[src/rtl/regfile_wb_arbiter_pkg.sv]
// Shared defaults and constants for the integer register file writeback arbiter.
// Also holds the "two or more requesters" helper used by the contention counter.
package regfile_wb_arbiter_pkg;

    localparam int NUM_REQ_DEF = 3;
    localparam int DATA_W_DEF  = 32;
    localparam int ADDR_W_DEF  = 5;
    localparam int REG_ZERO    = 0;

    localparam int SRC_ALU = 0;
    localparam int SRC_LSU = 1;
    localparam int SRC_MUL = 2;

    // Clearing the lowest set bit leaves something behind only when two or more bits were set.
    function automatic logic multiple_set(input logic [7:0] mask);
        return (mask & (mask - 8'd1)) != 8'd0;
    endfunction

endpackage

[src/rtl/regfile_wb_arbiter_rr_arbiter_comb.sv]
// Purely combinational round-robin picker: the first eligible source at or after
// the pointer (wrapping) wins, reported both one-hot and as an index.
module rr_arbiter_comb #(
    parameter int NUM_REQ = 3,
    parameter int PTR_W   = 2
) (
    input  logic [NUM_REQ-1:0] i_eligible,
    input  logic [PTR_W-1:0]   i_ptr,
    output logic [NUM_REQ-1:0] o_grant,
    output logic [PTR_W-1:0]   o_grantIdx,
    output logic               o_grantValid
);

    int   w_idx;
    logic w_found;

    always_comb begin
        o_grant      = '0;
        o_grantIdx   = '0;
        o_grantValid = 1'b0;
        w_found      = 1'b0;
        w_idx        = 0;
        for (int k = 0; k < NUM_REQ; k++) begin
            w_idx = int'(i_ptr) + k;
            if (w_idx >= NUM_REQ) begin
                w_idx = w_idx - NUM_REQ;
            end
            if (!w_found && i_eligible[w_idx]) begin
                w_found         = 1'b1;
                o_grant[w_idx]  = 1'b1;
                o_grantIdx      = PTR_W'(w_idx);
            end
        end
        o_grantValid = w_found;
    end

endmodule

[src/rtl/regfile_wb_arbiter.sv]
// Shares the register file write port between NUM_REQ writeback sources with
// round-robin arbitration, x0 filtering and a saturating contention counter.
module regfile_wb_arbiter
    import regfile_wb_arbiter_pkg::*;
#(
    parameter int NUM_REQ = NUM_REQ_DEF,
    parameter int DATA_W  = DATA_W_DEF,
    parameter int ADDR_W  = ADDR_W_DEF,
    parameter int CNT_W   = 16
) (
    input  logic                      clk,
    input  logic                      reset,
    input  logic [NUM_REQ-1:0]        req_valid,
    input  logic [NUM_REQ*ADDR_W-1:0] req_addr,
    input  logic [NUM_REQ*DATA_W-1:0] req_data,
    output logic [NUM_REQ-1:0]        req_ready,
    input  logic                      wb_hold,
    output logic                      wb_we,
    output logic [ADDR_W-1:0]         wb_addr,
    output logic [DATA_W-1:0]         wb_data,
    output logic [CNT_W-1:0]          contention_cnt
);

    localparam int              PTR_W    = (NUM_REQ > 1) ? $clog2(NUM_REQ) : 1;
    localparam logic [PTR_W-1:0] LAST_IDX = PTR_W'(NUM_REQ - 1);

    logic [NUM_REQ-1:0] w_eligible;
    logic [NUM_REQ-1:0] w_zeroReq;
    logic [NUM_REQ-1:0] w_grant;
    logic [PTR_W-1:0]   w_grantIdx;
    logic               w_grantValid;
    logic [ADDR_W-1:0]  w_grantAddr;
    logic [DATA_W-1:0]  w_grantData;
    logic               w_contend;

    logic [PTR_W-1:0]   r_rrPtr;
    logic               r_we;
    logic [ADDR_W-1:0]  r_addr;
    logic [DATA_W-1:0]  r_data;
    logic [CNT_W-1:0]   r_cnt;

    // x0 writes are acknowledged immediately, even under hold, and never compete.
    always_comb begin
        w_eligible = '0;
        w_zeroReq  = '0;
        for (int i = 0; i < NUM_REQ; i++) begin
            if (req_addr[i*ADDR_W +: ADDR_W] == ADDR_W'(REG_ZERO)) begin
                w_zeroReq[i] = req_valid[i];
            end else begin
                w_eligible[i] = req_valid[i] && !wb_hold;
            end
        end
    end

    rr_arbiter_comb #(
        .NUM_REQ (NUM_REQ),
        .PTR_W   (PTR_W)
    ) u_rrArbiter (
        .i_eligible   (w_eligible),
        .i_ptr        (r_rrPtr),
        .o_grant      (w_grant),
        .o_grantIdx   (w_grantIdx),
        .o_grantValid (w_grantValid)
    );

    always_comb begin
        w_grantAddr = '0;
        w_grantData = '0;
        for (int i = 0; i < NUM_REQ; i++) begin
            if (w_grant[i]) begin
                w_grantAddr = req_addr[i*ADDR_W +: ADDR_W];
                w_grantData = req_data[i*DATA_W +: DATA_W];
            end
        end
    end

    assign w_contend = multiple_set(8'(w_eligible));
    assign req_ready = reset ? '0 : (w_grant | w_zeroReq);

    // Address/data keep their last value when idle; only the enable drops.
    always_ff @(posedge clk or posedge reset) begin
        if (reset) begin
            r_rrPtr <= '0;
            r_we    <= 1'b0;
            r_addr  <= '0;
            r_data  <= '0;
            r_cnt   <= '0;
        end else begin
            r_we <= w_grantValid;
            if (w_grantValid) begin
                r_addr  <= w_grantAddr;
                r_data  <= w_grantData;
                r_rrPtr <= (w_grantIdx == LAST_IDX) ? '0 : w_grantIdx + PTR_W'(1);
            end
            if (w_contend && (r_cnt != '1)) begin
                r_cnt <= r_cnt + CNT_W'(1);
            end
        end
    end

    assign wb_we          = r_we;
    assign wb_addr        = r_addr;
    assign wb_data        = r_data;
    assign contention_cnt = r_cnt;

endmodule

[config.mk]
export PLATFORM = sky130hd
export DESIGN_NAME = regfile_wb_arbiter
export DESIGN_NICKNAME = d
export VERILOG_FILES = /design/src/rtl/regfile_wb_arbiter_pkg.sv /design/src/rtl/regfile_wb_arbiter_rr_arbiter_comb.sv /design/src/rtl/regfile_wb_arbiter.sv
export SDC_FILE = /design/constraint.sdc
export NUM_CORES = 1
export LEC_CHECK = 0
export CAP_MARGIN = 0
export CELL_PAD_IN_SITES_DETAIL_PLACEMENT = 0
export CELL_PAD_IN_SITES_GLOBAL_PLACEMENT = 1
export CORE_MARGIN = 5
export CORE_UTILIZATION = 30
export CTS_BUF_LIST = sky130_fd_sc_hd__clkbuf_16
export DETAILED_ROUTE_END_ITERATION = 8
export PLACE_DENSITY_LB_ADDON = 0.1
export SYNTH_ARGS = -nofsm -noshare
export SYNTH_HDL_FRONTEND = slang
export SYNTH_SLANG_ARGS = --single-unit
[constraint.sdc]
create_clock -name clk -period 6 [get_ports clk]
set_input_delay 0.6 -clock clk [delete_from_list [all_inputs] [get_ports clk]]
set_output_delay 0.6 -clock clk [all_outputs]
set_load 0.01 [all_outputs]
==> results.md <==
* Status: finished, final reports clean
* Placed inst area at 0.005051 sq mm
* CP Class: in2out
* R2R Path Start: r_rrPtr[1]
* Die area at 0.01291 sq mm
* Clock root cell: clkbuf_16
* PwrDens at 437.2 mW/mm^2
* Die width at 113.6 um
* Post-Syn Area at 0.003222 sq mm
* Layout cell share with drive strength beyond 1 at 4.373%
* Post-synth cell types at 51
* Vias in the first global route at 3682
* N_diodes at 0
* # rows at 37
* Die H at 113.6 um
* Remaining global-route overflow at 0
* DRT Wirelength at 12520 um
* Static Leakage at 1.980 nW
* Final Instance Area at about 0.0052 sq mm
* Crit-path max FO at 38
* Clk_lat worst skew at 0.30 ns
* P_int at 1.324 mW
* Most frequent cell after synthesis: dfrtp_1
* CTS tree: done
* Initial Util at 30.93%
* Share of the synthesized area in the top cell type at between 40% and 50%
* Number of synthesized flops with an enable pin at 0
* Hold Fails Final Rpt at 0
* Worst VDD drop at 0.1730 mV
* CP endpoint kind: output pin
* Top FF cell, synth: dfrtp_1
* First-pass GRT wire length at between 20000 and 25000 um
* Clock share of power at 13.2%
* CTS Hold Buffers Added at 0
* Routed Antenna Nets at 0
* Worst R2R Setup Slack at 2.90 ns
* Total global-route track usage at between 10% and 20%
* Bufs on Longest Clock Path at 2
* Worst slew pin tran at 0.6346 ns
* RSZ-0062 raised after global routing: false
* Slew headroom at 57.37%
* Mapped Cells at 366
* Setup Skew at roughly 0.0054 ns
* Reg2reg path depth at 9
* Number of synthesized register bits at 56
* Fill cell count at 1055
* Clock sinks at 56
* Via count at 3539
* Final hold slack at 0.4915 ns
* Max-cap violations at 0
* Critical Path Start Type: input pin
* Fmax at 0.2172 GHz
* Avg Inst Size Synth at 8.803 sq um
* Worst hold path type: reg2reg
* Area contributors post-synth: dfrtp_1 43%, a31oi_1 7.6%, o22ai_1 7.4%
* Post-CTS Setup Bufs at 0
* Warnings, synthesis at 0
* Area grow syn2layout at 61.20%
* Final RePlAce weighted congestion at 0.9071
* DR iter-0 viols at 181
* Number of gates resized after cts at 0
* Required @ worst endpoint at 5.40 ns
* I/O pin cnt at 174
* Final Setup Violations at 0
* Switch Pwr at 947.2 uW
* Post-synth top area cell: dfrtp_1
* DP Wirelength at 9074 um
* Post-synthesis sequential area ratio at 43.50%
* Total CTS buffers at 5
* Multi-input gate area at 0.001654 sq mm
* Clock-pin transition on the worst setup and hold timing paths at 0.07 ns
* Post-synth ARST share at 100.0%
* Sw Share at 41.71%
* Worst Setup SP: wb_hold
* DRC violations left at 0
* PortBufs at 173
* Vias per cell at 5.346
* Largest net degree at the start of global routing at 43
* Wirelength per Cell at ~19 um
* FF/Latch Area at approximately 0.0014 sq mm
* Final worst path period need at 4.604 ns
* Core area at 0.01042 sq mm
* Pins Over Slew Limit at 0
* H-tree levels at 2
* Comb power frac at around three fifths
* Initial antenna violation count at 0
* DRT Pass-1 Iters at 4
* Final Net Count at 647
* Syn_nets at 488
* Setup crit end: req_ready[0]
* Util after Layout at approximately half
* Part of the power in registers at 28.4%
* RR Endpoint: wb_data[17]
* Most common library cells after synthesis: 56 x dfrtp_1, 52 x nand2_1, 45 x nand3_1
* Worst EP arrival at approximately 4.0 ns
* Final Cycle Share at approximately three quarters
* Setup tns final at 0 ns
-- worst min-delay path by stage --
| stage | from | to | slack, ns | depth (start not counted) |
|---|---|---|---|---|
| after detailed placement | contention_cnt[14] | contention_cnt[14] | 0.49 | 1 |
| after CTS | contention_cnt[15] | contention_cnt[15] | 0.50 | 1 |
| final | contention_cnt[14] | contention_cnt[14] | 0.49 | 1 |
| after global routing | contention_cnt[14] | contention_cnt[14] | 0.51 | 1 |
| after global placement | contention_cnt[14] | contention_cnt[14] | 0.48 | 1 |
| after floorplan | contention_cnt[14] | contention_cnt[14] | 0.52 | 1 |
-- power groups by stage --
stage,registers (mW),clock network [mW],logic (mW)
2_1_floorplan,0.707,0,0.699
6_report,0.645,0.301,1.32
4_1_cts,0.647,0.310,1.34
5_1_grt,0.670,0.324,1.44
3_3_place_gp,0.646,0,1.34
3_5_place_dp,0.650,0,1.34
-- stage by stage --
stage / total power, mW / setup WS (ns) / instances
floorplan: 1.405 / 2.929 / 366
global placement: 1.981 / 1.469 / 654
detailed placement: 1.991 / 1.417 / 654
CTS: 2.298 / 1.392 / 662
global route: 2.436 / 1.200 / 662
finish: 2.271 / 1.396 / 662
-- sequential cells by signal, indices dropped and copies added, names as in the netlist --
name and cells:
contention_cnt 16, wb_data 32, r_rrPtr 2, wb_addr 5
wb_we 1
-- routing by layer --
metal	track usage, %	wire length (um)
met5	0	0
met4	6.811	388
met3	4.987	861
met2	33.53	6219
met1	23.45	5048
-- critical path: stages --
cell             delay [ns]
clkdlybuf4s50_1        0.72
a211oi_1               0.64
o31ai_1                0.15
or4b_1                 0.58
o211ai_4               0.09
buf_4                  0.42
a31oi_1                0.10
nor2_1                 0.11
clkdlybuf4s50_1        0.57
-- cells by family after synthesis --
group | share of synthesized area (%)
and+or+nand+nor | 20.23
AOI/OAI and AO/OA | 23.46
DFF | 43.50
buffers and inverters | 5.825
xor gates and xnor gates | 4.077
adders and majority gates | 2.252
muxes | 0.6602
-- final cells by class --
| cell class | count | area share (%) |
|---|---|---|
| Clock buffer | 5 | 2.409 |
| Clock inverter | 3 | 0.3373 |
| Inverter | 11 | 0.7950 |
| Multi-Input combinational cell | 271 | 31.85 |
| Sequential cell | 56 | 26.98 |
| Tap cell | 136 | 3.276 |
| Timing Repair Buffer | 180 | 34.35 |
-- cells in the final DEF, fill, tap and decap left out, types with 2 or more instances in the layout --
master | Yosys | routed
ha_1 | 5 | 5
buf_4 | 0 | 7
dfrtp_1 | 56 | 56
a21o_1 | 2 | 2
inv_1 | 10 | 9
and2_1 | 3 | 3
a31oi_1 | 39 | 39
clkbuf_16 | 0 | 5
o22ai_1 | 38 | 38
o31ai_1 | 2 | 2
xnor2_1 | 10 | 10
a211oi_1 | 2 | 2
and3_1 | 4 | 4
o32a_1 | 2 | 2
nor3b_1 | 2 | 2
inv_2 | 1 | 2
xor2_1 | 5 | 5
nand3_1 | 45 | 45
nand4_1 | 5 | 5
clkdlybuf4s50_1 | 0 | 173
a2111o_1 | 3 | 3
nand2_1 | 52 | 52
nor3_1 | 6 | 6
nor2_1 | 14 | 14
a21oi_1 | 7 | 7
No activity file was read; power rests on OpenSTA's default activity.
